File: src/rtl/cpu6_shft_serial_pkg.sv
// Shared constants and state encoding for the cpu6 serial shifter.
// The direction encoding here is also used by the ALU decoder.
package cpu6_shft_serial_pkg;

    localparam int CPU6_SHFT_DATA_W     = 32;
    localparam int CPU6_SHFT_SHAMT_W    = 5;
    localparam int CPU6_SHFT_STATE_SIZE = 2;

    localparam logic CPU6_SHFT_LEFT  = 1'b0;
    localparam logic CPU6_SHFT_RIGHT = 1'b1;

    typedef enum logic [CPU6_SHFT_STATE_SIZE-1:0] {
        CPU6_SHFT_IDLE = 2'd0,
        CPU6_SHFT_RUN  = 2'd1,
        CPU6_SHFT_DONE = 2'd2
    } cpu6_shft_state_t;

endpackage

File: src/rtl/cpu6_shft_serial_if.sv
// Execute-stage to shifter bus: request fields in, status and result out.
// Handshake: start is taken on a rising edge only while ready=1; a start seen while
// ready=0 is dropped (not queued), and done is a single-cycle valid for result.
interface cpu6_shft_serial_if #(
    parameter int DATA_W  = 32,
    parameter int SHAMT_W = 5
);
    logic               start;
    logic               shft_lr;
    logic               shft_la;
    logic [DATA_W-1:0]  opa;
    logic [SHAMT_W-1:0] shamt;
    logic               flush;
    logic               ready;
    logic               busy;
    logic               done;
    logic [DATA_W-1:0]  result;

    modport master (
        output start, shft_lr, shft_la, opa, shamt, flush,
        input  ready, busy, done, result
    );

    modport slave (
        input  start, shft_lr, shft_la, opa, shamt, flush,
        output ready, busy, done, result
    );
endinterface

File: src/rtl/cpu6_shft_step.sv
// Single-bit shift step: left shifts in zero, right shifts in zero or the
// current MSB when arith is set.
module cpu6_shft_step
    import cpu6_shft_serial_pkg::*;
#(
    parameter int DATA_W = CPU6_SHFT_DATA_W
) (
    input  logic [DATA_W-1:0] din,
    input  logic              dir,
    input  logic              arith,
    output logic [DATA_W-1:0] dout
);
    always_comb begin
        dout = din;
        if (dir == CPU6_SHFT_LEFT) begin
            dout = {din[DATA_W-2:0], 1'b0};
        end else begin
            dout = {arith & din[DATA_W-1], din[DATA_W-1:1]};
        end
    end
endmodule

File: src/rtl/cpu6_shft_serial.sv
// Serial shifter for the cpu6 execute stage: one bit per cycle, stalls EX via busy,
// and emits a one-cycle done with the registered result.
module cpu6_shft_serial
    import cpu6_shft_serial_pkg::*;
#(
    parameter int DATA_W  = CPU6_SHFT_DATA_W,
    parameter int SHAMT_W = CPU6_SHFT_SHAMT_W
) (
    input  logic             clk,
    input  logic             resetn,
    cpu6_shft_serial_if.slave bus,
    output cpu6_shft_state_t dbg_state
);
    cpu6_shft_state_t   state_q, state_d;
    logic [DATA_W-1:0]  shreg_q, shreg_d;
    logic [SHAMT_W-1:0] count_q, count_d;
    logic               dir_q, dir_d;
    logic               arith_q, arith_d;
    logic [DATA_W-1:0]  step_out;

    cpu6_shft_step #(.DATA_W(DATA_W)) u_step (
        .din   (shreg_q),
        .dir   (dir_q),
        .arith (arith_q),
        .dout  (step_out)
    );

    always_ff @(posedge clk) begin
        if (!resetn) begin
            state_q <= CPU6_SHFT_IDLE;
            shreg_q <= '0;
            count_q <= '0;
            dir_q   <= 1'b0;
            arith_q <= 1'b0;
        end else begin
            state_q <= state_d;
            shreg_q <= shreg_d;
            count_q <= count_d;
            dir_q   <= dir_d;
            arith_q <= arith_d;
        end
    end

    // The shift register doubles as the result register, so it is held in IDLE.
    always_comb begin
        state_d = state_q;
        shreg_d = shreg_q;
        count_d = count_q;
        dir_d   = dir_q;
        arith_d = arith_q;
        unique case (state_q)
            CPU6_SHFT_IDLE: begin
                if (bus.start && !bus.flush) begin
                    shreg_d = bus.opa;
                    count_d = bus.shamt;
                    dir_d   = bus.shft_lr;
                    arith_d = bus.shft_la & bus.shft_lr;
                    state_d = (bus.shamt == '0) ? CPU6_SHFT_DONE : CPU6_SHFT_RUN;
                end
            end
            CPU6_SHFT_RUN: begin
                if (bus.flush) begin
                    state_d = CPU6_SHFT_IDLE;
                end else begin
                    shreg_d = step_out;
                    count_d = count_q - 1'b1;
                    if (count_q == SHAMT_W'(1)) begin
                        state_d = CPU6_SHFT_DONE;
                    end
                end
            end
            CPU6_SHFT_DONE: begin
                state_d = CPU6_SHFT_IDLE;
            end
            default: begin
                state_d = CPU6_SHFT_IDLE;
            end
        endcase
    end

    // Flush gating of done is the only input-to-output path.
    assign bus.ready  = (state_q == CPU6_SHFT_IDLE);
    assign bus.busy   = (state_q == CPU6_SHFT_RUN) || (state_q == CPU6_SHFT_DONE);
    assign bus.done   = (state_q == CPU6_SHFT_DONE) && !bus.flush;
    assign bus.result = shreg_q;
    assign dbg_state  = state_q;
endmodule

File: src/flat_wrapper.sv
// flat-port wrapper written by rule: the top's interface ports become plain ports
module cpu6_shft_serial_flat import cpu6_shft_serial_pkg::*;
#(
    parameter int DATA_W  = CPU6_SHFT_DATA_W,
    parameter int SHAMT_W = CPU6_SHFT_SHAMT_W
)
  (clk, resetn, dbg_state, bus_start, bus_shft_lr, bus_shft_la, bus_opa, bus_shamt, bus_flush, bus_ready, bus_busy, bus_done, bus_result);
  cpu6_shft_serial_if #(.DATA_W(DATA_W), .SHAMT_W(SHAMT_W)) bus_i ();
  input  logic clk;
  input  logic resetn;
  output cpu6_shft_state_t dbg_state;
  input wire logic [$bits(bus_i.start)-1:0] bus_start;
  input wire logic [$bits(bus_i.shft_lr)-1:0] bus_shft_lr;
  input wire logic [$bits(bus_i.shft_la)-1:0] bus_shft_la;
  input wire logic [$bits(bus_i.opa)-1:0] bus_opa;
  input wire logic [$bits(bus_i.shamt)-1:0] bus_shamt;
  input wire logic [$bits(bus_i.flush)-1:0] bus_flush;
  output wire logic [$bits(bus_i.ready)-1:0] bus_ready;
  output wire logic [$bits(bus_i.busy)-1:0] bus_busy;
  output wire logic [$bits(bus_i.done)-1:0] bus_done;
  output wire logic [$bits(bus_i.result)-1:0] bus_result;
  assign bus_i.start = bus_start;
  assign bus_i.shft_lr = bus_shft_lr;
  assign bus_i.shft_la = bus_shft_la;
  assign bus_i.opa = bus_opa;
  assign bus_i.shamt = bus_shamt;
  assign bus_i.flush = bus_flush;
  assign bus_ready = bus_i.ready;
  assign bus_busy = bus_i.busy;
  assign bus_done = bus_i.done;
  assign bus_result = bus_i.result;
  cpu6_shft_serial #(.DATA_W(DATA_W), .SHAMT_W(SHAMT_W)) u_core (.clk(clk), .resetn(resetn), .bus(bus_i), .dbg_state(dbg_state));
endmodule
File: config.mk
export PLATFORM = sky130hd
export DESIGN_NAME = cpu6_shft_serial_flat
export DESIGN_NICKNAME = d
export VERILOG_FILES = /design/src/rtl/cpu6_shft_serial_pkg.sv /design/src/rtl/cpu6_shft_serial_if.sv /design/src/rtl/cpu6_shft_step.sv /design/src/rtl/cpu6_shft_serial.sv /design/src/flat_wrapper.sv
export SDC_FILE = /design/constraint.sdc
export NUM_CORES = 1
export LEC_CHECK = 0
export BUFFER_PORTS_ARGS = -buffer_cell sky130_fd_sc_hd__buf_2
export CELL_PAD_IN_SITES_DETAIL_PLACEMENT = 0
export CELL_PAD_IN_SITES_GLOBAL_PLACEMENT = 1
export CORE_MARGIN = 10
export CORE_UTILIZATION = 36
export DETAILED_ROUTE_END_ITERATION = 12
export GPL_TIMING_DRIVEN = 0
export PLACE_DENSITY = 0.84
export SYNTH_ARGS = -nofsm -noshare
export SYNTH_HDL_FRONTEND = slang
export SYNTH_HIERARCHICAL = 1
export SYNTH_SLANG_ARGS = --single-unit
File: constraint.sdc
create_clock -name clk -period 1.6 [get_ports clk]
set_input_delay 0.08 -clock clk [delete_from_list [all_inputs] [get_ports clk]]
set_output_delay 0.08 -clock clk [all_outputs]
set_load 0.02 [all_outputs]
# Word-level counts from Yosys, hierarchy flattened
# Cells that the tools add are included.
# op_classes
mux	12
bitwise	2
div_mod_pow	0
n_addsub	1
mul	0
shift	0
n_lt_le_gt_ge	0
n_eq_ne	6
reduce_logical	10
# ops
cell	n
two-way mux 32 bit	3
one-hot mux 32 bit (2 select lines)	1
two-way mux 5 bit	2
one-hot mux 5 bit (2 select lines)	1
two-way mux 2 bit	4
equality test 5 x 1 -> 1 bit, second input constant	1
logical NOT 5 bit	1
subtractor 5 x 1 -> 5 bit, second input constant	1
one-hot mux 2 bit (2 select lines)	1
AND reduction 2 bit	2
inequality test 3 x 2 -> 1 bit, second input constant	1
AND reduction 3 bit	1
AND 1 bit	2
equality test 2 x 1 -> 1 bit, second input constant	1
equality test 2 bit, second input constant	1
logical AND 1 bit	2
logical NOT 2 bit	1
inequality test 2 x 1 -> 1 bit, second input constant	1
inequality test 2 bit, second input constant	1
nonzero test 2 bit	1
logical NOT 1 bit	1
logical OR 1 bit	1
# totals
ramBits	0
latchBits	0
inputBits	43
ff_bits	41
mem_count	0
romBits	0

# Logic depth before layout (Yosys ltp)
# Gate-level depths: netlist of run 1.
# depth
word_depth	4
ltp_mapped	7

# By module
# Netlist of run 1, hierarchy kept.
# modules_own_cells
mod	n_inst	cells_each	area_per_inst_um2
cpu6_shft_serial	1	219	2209.6
cpu6_shft_step	1	38	521.8

# Least setup slack after synthesis of run 1
# OpenSTA, ideal clock, no wires.
# synth_path
kind	reg2reg
from	reg u_core.state_q[1] (netlist: u_core/dbg_state[1])
to	reg u_core.shreg_q[1] (netlist: u_core/bus.result[1])
path_buffers	1
stages_incl_launch_ff	7
period_less_slack_ns	1.811
arrival_ns	1.695
path_slack_ns	-0.211
required_time_ns	1.484
cell_sequence	dfxtp_1 inv_1 ha_1 mux2i_2 nor2_4 buf_6 o211a_1
# synth_between
elab_chain_cells	3
word_cells_on_any_way	7
# synth_rtl
item	line	source
start: declaration	cpu6_shft_serial.sv:14	cpu6_shft_state_t state_q, state_d;
start signal: assignment	cpu6_shft_serial.sv:36	state_q <= state_d;
logical NOT 2 bit *	--	
named net bus_ready	flat_wrapper.sv:18	output wire logic [$bits(bus_i.ready)-1:0] bus_ready;
inequality test 2 x 1 -> 1 bit (no source line) / nonzero test 2 bit (equally long branches)	--	
AND reduction 3 bit (no source line)	--	
end signal: assignment	cpu6_shft_serial.sv:37	shreg_q <= shreg_d;
end: declaration	cpu6_shft_serial.sv:15	logic [DATA_W-1:0] shreg_q, shreg_d;
# Mark *: on every way through the listed nets, which the timed path passes. The rest lies on a longest branch.
# A chain may end at the register's enable or synchronous reset.

# Worst setup path in the final report of run 1
# layout_path
from	reg u_core.state_q[0] (netlist: u_core/dbg_state[0])
to	reg u_core.count_q[2]
# layout_between
elab_chain_cells	3
word_cells_on_any_way	7
# layout_rtl
item	line	source
equality test 2 x 1 -> 1 bit / logical NOT 2 bit (equally long branches)	cpu6_shft_serial.sv:51	unique case (state_q)
inequality test 2 bit (no source line), or another cell as far along	--	
AND reduction 3 bit (no source line)	--	
end signal: assignment	cpu6_shft_serial.sv:38	count_q <= count_d;
end: declaration	cpu6_shft_serial.sv:16	logic [SHAMT_W-1:0] count_q, count_d;
# Parallel ways exist; a longest one is shown, timed or not.

==> flow_metrics.env, run 1 <==
export IMPL_syn_area_per_cell_um2=10.6
export IMPL_grt_pass1_vias=2456
export IMPL_seq_area_um2=825
export IMPL_grt_use_met1=0.170
export IMPL_power_mw=2.91
export IMPL_top_usage_layer="met2"
export IMPL_fin_crit_sh=0.970
export IMPL_ys_types=45
export IMPL_finalHoldViolCount=0
export IMPL_nets=396
export IMPL_async_flop_share=0
export IMPL_critPathMaxStageDelay_ns=0.36
export IMPL_final_layout_size_suffix_gt1_frac=0.448
export IMPL_drtIter0Drc=103
export IMPL_dr_pass1_iters=4
export IMPL_vdd_ir_drop_worst_mv=0.362
export IMPL_grtUsageMet3=0.0461
export IMPL_postLayoutCoreUtil=0.476
export IMPL_tightest_slew_ns=0.638
export IMPL_cts_tree="done"
export IMPL_start_kind="flop"
export IMPL_r2r_end="u_core/count_q[2]"
export IMPL_outcome="complete, no violations"
export IMPL_hold_class="in -> reg"
export IMPL_cp_required_ns=1.84
export IMPL_cp_max_fo=6
export IMPL_hpwl_mm=5.62
export IMPL_grt_max_degree=12
export IMPL_clk_pin_slew_ns=0.08
export IMPL_drv_cap=0
export IMPL_path_cells="inv_1, ha_4, mux2_4, buf_4, a31oi_1, a31o_2"
export IMPL_synth_ff_type="dfxtp_1"
export IMPL_fmax_ghz=0.645
export IMPL_area_growth_pct=27.9
export IMPL_die_w_um=107
export IMPL_synth_seq_cells=41
export IMPL_drv_slew=0
export IMPL_crit_cells=6
export IMPL_clock_sinks=41
export IMPL_via_per_inst=5.28
export IMPL_antenna_found_initial=0
export IMPL_grt_use_met2=0.199
export IMPL_rrSetupSlack_ns=0.05
export IMPL_wl_per_cell_um=17.2
export IMPL_initial_utilization=0.373
export IMPL_die_y_um=107
export IMPL_synth_edff_count=0
export IMPL_place_ws_ns=-0.136
export IMPL_setup_slack_ns=0.0485
export IMPL_cts_buffers=5
export IMPL_relSlewSlack=0.568
export IMPL_finClkSkew_ns=0.00291
export IMPL_r2r_start="u_core/dbg_state[0]"
export IMPL_critical_path_slowest_cell="mux2_4"
export IMPL_hold_ws_ns=0.0598
export IMPL_num_antenna_cells=0
export IMPL_yosysWarnings=6
export IMPL_whs_path_depth=3
export IMPL_crit_family="multiplexers"
export IMPL_via_count=2358
export IMPL_final_cell_mix="buf_2, dfxtp_1, nand3_1, o211a_1, mux2i_1"
export IMPL_cp_arrival_ns=1.80
export IMPL_grt_pass1_wl_mm=12.4
export IMPL_worstHoldStart="bus_shft_la"
export IMPL_synth_area_um2=2730
export IMPL_stdcell_area_um2=3490
export IMPL_synth_cells=257
export IMPL_gp_congestion=0.802
export IMPL_drc=0
export IMPL_r2r_cells=6
export IMPL_ys_seq_area_frac=0.301
export IMPL_clkLatencyLatePin_ns=0.29
export IMPL_worstHoldEndpoint="u_core/arith_q"
export IMPL_synth_fp_nets=305
export IMPL_crit_type="reg -> reg"
export IMPL_cp_num_buf_inv=2
export IMPL_ant_nets=0
export IMPL_fill_cells=727
export IMPL_io_pins=80
export IMPL_cts_root_buf="clkbuf_8"
export IMPL_gr_total_overflow=0
export IMPL_setup_viol=0
export IMPL_routed_wl_mm=7.70
export IMPL_num_rows=31
export IMPL_p_leak_nw=1.80
export IMPL_layout_commonest_cell="buf_2"
export IMPL_h_tree_depth=2
export IMPL_multi_input_area_um2=1750
export IMPL_grt_use_total=0.130
export IMPL_postCtsHoldBufs=0
export IMPL_cp_end_kind="flop"
export IMPL_port_buffer_count=78
export IMPL_die_area_um2=11500
export IMPL_period_needed_ns=1.55
export IMPL_cts_buffer_depth=2
export IMPL_place_area_um2=3270
export IMPL_pwr_density_cell_nw_per_um2=832
export IMPL_core_um2=7330
-- sequential cells by signal (all words and copies together), names as in the netlist --
| name | flops |
|---|---|
| u_core/bus.result | 32 |
| u_core/count_q | 5 |
| u_core/dbg_state | 2 |
| u_core/arith_q | 1 |
| u_core/dir_q | 1 |
-- area by class of cell --
| class | instances | area share |
|---|---|---|
| Timing Repair Buffer | 84 | 0.124 |
| Clock buffer | 7 | 0.0247 |
| Sequential cell | 41 | 0.236 |
| Multi-Input combinational cell | 184 | 0.500 |
| Buffer | 24 | 0.0709 |
| Tap cell | 99 | 0.0355 |
| Inverter | 8 | 0.00860 |
-- report_power, final --
group	internal, mW	total (mW)	leakage, nW	switching, mW
sequential	1.11	1.21	0.338	0.0999
combinational	0.502	0.989	1.42	0.487
clock	0.343	0.705	0.0443	0.362
-- cell families after synthesis --
kind of cell / count (synthesis) / synth area share
compound gates: 53 / 0.176
fa+ha+maj: 5 / 0.0229
buf+inv: 32 / 0.0797
flops: 41 / 0.301
mux: 66 / 0.296
simple gates: 60 / 0.125
-- what timing repair did --
item / CTS / global route
gates resized for setup: 8 / 22
setup buffers: 3 / 2
setup endpoints to repair: 35 / 35
gates cloned: 0 / 1
-- stage by stage --
step,TNS [ns],cells
after floorplan,0,257
after global placement,-1.37,434
after detailed placement,-2.46,434
after CTS,0,444
after global routing,-0.0202,447
final,0,447
-- worst max-delay path by stage --
stage / from / end / slack (ns)
finish: u_core/dbg_state[0] / u_core/count_q[2] / 0.05
global route: u_core/dbg_state[0] / u_core/count_q[2] / -0.02
CTS: u_core/dbg_state[1] / u_core/bus.result[15] / 0.009
detailed placement: u_core/dbg_state[1] / u_core/bus.result[18] / -0.14
global placement: u_core/dbg_state[1] / u_core/bus.result[18] / -0.07
floorplan: u_core/dbg_state[1] / u_core/count_q[3] / 0.01
-- cells in the mapped netlist (2+ instances only) --
master / instances / area [um^2]
o211a_1: 33 / 330
nor3_1: 2 / 10.0
ha_1: 5 / 62.6
mux2i_1: 34 / 340
nand2_1: 5 / 18.8
mux2_4: 28 / 420
mux2_2: 3 / 33.8
nor2b_1: 3 / 18.8
buf_6: 7 / 78.8
buf_12: 2 / 40.0
dfxtp_1: 41 / 821
o22ai_1: 3 / 18.8
o21ai_0: 3 / 15.0
inv_1: 7 / 26.3
nand3_1: 35 / 175
buf_2: 7 / 35.0
clkbuf_1: 7 / 26.3
nor4b_1: 2 / 17.5
nand2b_1: 4 / 25.0
-- routing by layer --
metal	wire (um)	vias to the layer above
met5	0	-
met4	40	0
met3	482	5
met2	3430	66
met1	3750	1135
li1	-	1152
-- worst register-to-register path, stage by stage (launching register included) --
cell	delay, ns
dfxtp_2	0.35
inv_1	0.13
ha_4	0.21
mux2_4	0.36
buf_4	0.15
a31oi_1	0.17
a31o_2	0.12
No activity file was read; power rests on OpenSTA's default activity.
==> run 2, diff against run 1 <==
CORE_UTILIZATION = 40   (was 36)
PLACE_DENSITY = 0.88   (was 0.84)
clock period = 1.45 ns   (was 1.6 ns; I/O delays follow)
==> run 2 against run 1 <==
  * The flow now finishes with violations (setup timing)
  * Register-to-register slack worse by 0.12 ns
  * Non-clock buffer count rose by 8
  * Sequential share of layout area fell by 0.74 points
  * Clock power rose by 12%
  * Maximum frequency rose by 2.1%
  * Sequential cell count unchanged
  * Critical path type unchanged
==> flow_metrics.env, run 2 (synthesized netlist as in run 1, its figures left out) <==
export IMPL_drtIter0Drc=95
export IMPL_tightest_slew_ns=0.496
export IMPL_rrSetupSlack_ns=-0.07
export IMPL_h_tree_depth=2
export IMPL_grt_pass1_vias=2432
export IMPL_core_um2=6720
export IMPL_routed_wl_mm=7.82
export IMPL_dp_cells=415
export IMPL_finalHoldViolCount=0
export IMPL_io_pins=80
export IMPL_crit_family="flip-flops"
export IMPL_die_w_um=103
export IMPL_grt_use_total=0.144
export IMPL_pwr_density_cell_nw_per_um2=906
export IMPL_port_buffer_count=78
export IMPL_postLayoutCoreUtil=0.541
export IMPL_critical_path_slowest_cell="dfxtp_4"
export IMPL_power_mw=3.29
export IMPL_via_count=2408
export IMPL_ant_nets=0
export IMPL_r2r_cells=7
export IMPL_final_layout_size_suffix_gt1_frac=0.482
export IMPL_antenna_found_initial=0
export IMPL_via_per_inst=5.51
export IMPL_gr_total_overflow=0
export IMPL_nets=404
export IMPL_path_cells="inv_4, ha_4, buf_12, mux2_4, buf_6, nand3_1, o211a_1"
export IMPL_largest_reg_flops=32
export IMPL_fmax_ghz=0.658
export IMPL_place_area_um2=3280
export IMPL_setup_viol=33
export IMPL_clk_pin_slew_ns=0.09
export IMPL_start_kind="flop"
export IMPL_cp_max_fo=10
export IMPL_internal_power_mw=2.18
export IMPL_num_rows=30
export IMPL_cp_arrival_ns=1.76
export IMPL_setup_slack_ns=-0.0696
export IMPL_fin_crit_sh=1.05
export IMPL_cts_root_buf="clkbuf_8"
export IMPL_power_frac_comb=0.355
export IMPL_hpwl_mm=5.47
export IMPL_outcome="finished with violations"
export IMPL_period_needed_ns=1.52
export IMPL_area_growth_pct=33.2
export IMPL_fin_cells=437
export IMPL_p_leak_nw=1.86
export IMPL_power_frac_clock=0.239
export IMPL_power_switching_mw=1.12
export IMPL_clock_sinks=41
export IMPL_die_area_um2=10500
export IMPL_initial_utilization=0.407
export IMPL_rsz0062_at_grt="yes"
export IMPL_wl_per_cell_um=17.9
export IMPL_hold_ws_ns=0.0409
export IMPL_drc=0
export IMPL_grt_pass1_wl_mm=12.3
export IMPL_gp_congestion=0.782
export IMPL_stdcell_area_um2=3640
export IMPL_vdd_ir_drop_worst_mv=0.352
export IMPL_finClkSkew_ns=0.0110
export IMPL_drv_cap=0
export IMPL_clkLatencyLatePin_ns=0.30
export IMPL_seqPwrFrac=0.406
export IMPL_cp_num_buf_inv=3
export IMPL_relSlewSlack=0.669
export IMPL_grt_max_degree=16
export IMPL_cp_endpoint="u_core/bus.result[17]"
export IMPL_die_y_um=103
export IMPL_violations="setup timing"
export IMPL_layout_commonest_cell="buf_2"
export IMPL_cts_tree="done"
export IMPL_hold_class="in -> reg"
export IMPL_cp_required_ns=1.69
export IMPL_r2r_start="u_core/dbg_state[1]"
export IMPL_swShare=0.339
export IMPL_tns_ns=-1.19
export IMPL_drv_slew=0
export IMPL_crit_cells=7
export IMPL_r2r_end="u_core/bus.result[17]"
export IMPL_crit_type="reg -> reg"
export IMPL_critPathLaunch="u_core/dbg_state[1]"
export IMPL_place_ws_ns=-0.123
export IMPL_cts_buffer_depth=2
export IMPL_dr_pass1_iters=4
export IMPL_num_antenna_cells=0
export IMPL_final_cell_mix="buf_2, dfxtp_1, nand3_1, mux2i_1, o211a_1"
export IMPL_cts_buffers=5
export IMPL_critPathMaxStageDelay_ns=0.37
export IMPL_cp_end_kind="flop"
run 2: layout make-up:
cell class / instances / area [um^2]
fill: 611 / 3080
timing repair buffer: 93 / 538
sequential: 41 / 832
inverter: 8 / 37.5
clock buffer: 5 / 68.8
tap: 80 / 100
clock inverter: 3 / 25.0
multi-input combinational: 184 / 1790
buffer: 23 / 244
run 2: how the worst min path moves through the flow:
stage,startpoint,to,cells past startpoint
after global routing,bus_shft_la,u_core/arith_q,3
after CTS,bus_shft_lr,u_core/dir_q,3
final,bus_shft_la,u_core/arith_q,3
after floorplan,bus_shft_lr,u_core/arith_q,2
after global placement,bus_shft_lr,u_core/dir_q,3
after detailed placement,bus_shft_lr,u_core/dir_q,3
run 2: worst min-delay path: stages:
cell and delay (ns):
buf_2 0.10, nand3_1 0.06, a21boi_0 0.07
run 2: routing by layer:
metal,up-vias,GRT usage,part of all wire
li1,1170,-,-
met1,1170,0.179,0.44
met2,61,0.239,0.49
met3,7,0.0395,0.066
met4,0,0.0380,0.0084
met5,-,0,0
run 2: power by group through the flow:
stage | logic [mW] | registers (mW) | clock network [mW]
after floorplan | 0.657 | 1.44 | 0
after global placement | 1.02 | 1.36 | 0
after detailed placement | 1.03 | 1.36 | 0
after CTS | 1.09 | 1.34 | 0.819
after global routing | 1.26 | 1.36 | 0.867
final | 1.17 | 1.34 | 0.787
run 2: repair_timing:
item | 4_1_cts | 5_1_grt
setup endpoints to repair | 38 | 38
buffers inserted | 9 | 5
pin swaps | 3 | 7
cloned | 0 | 1
hold buffers | 0 | 0
resized for setup | 17 | 25
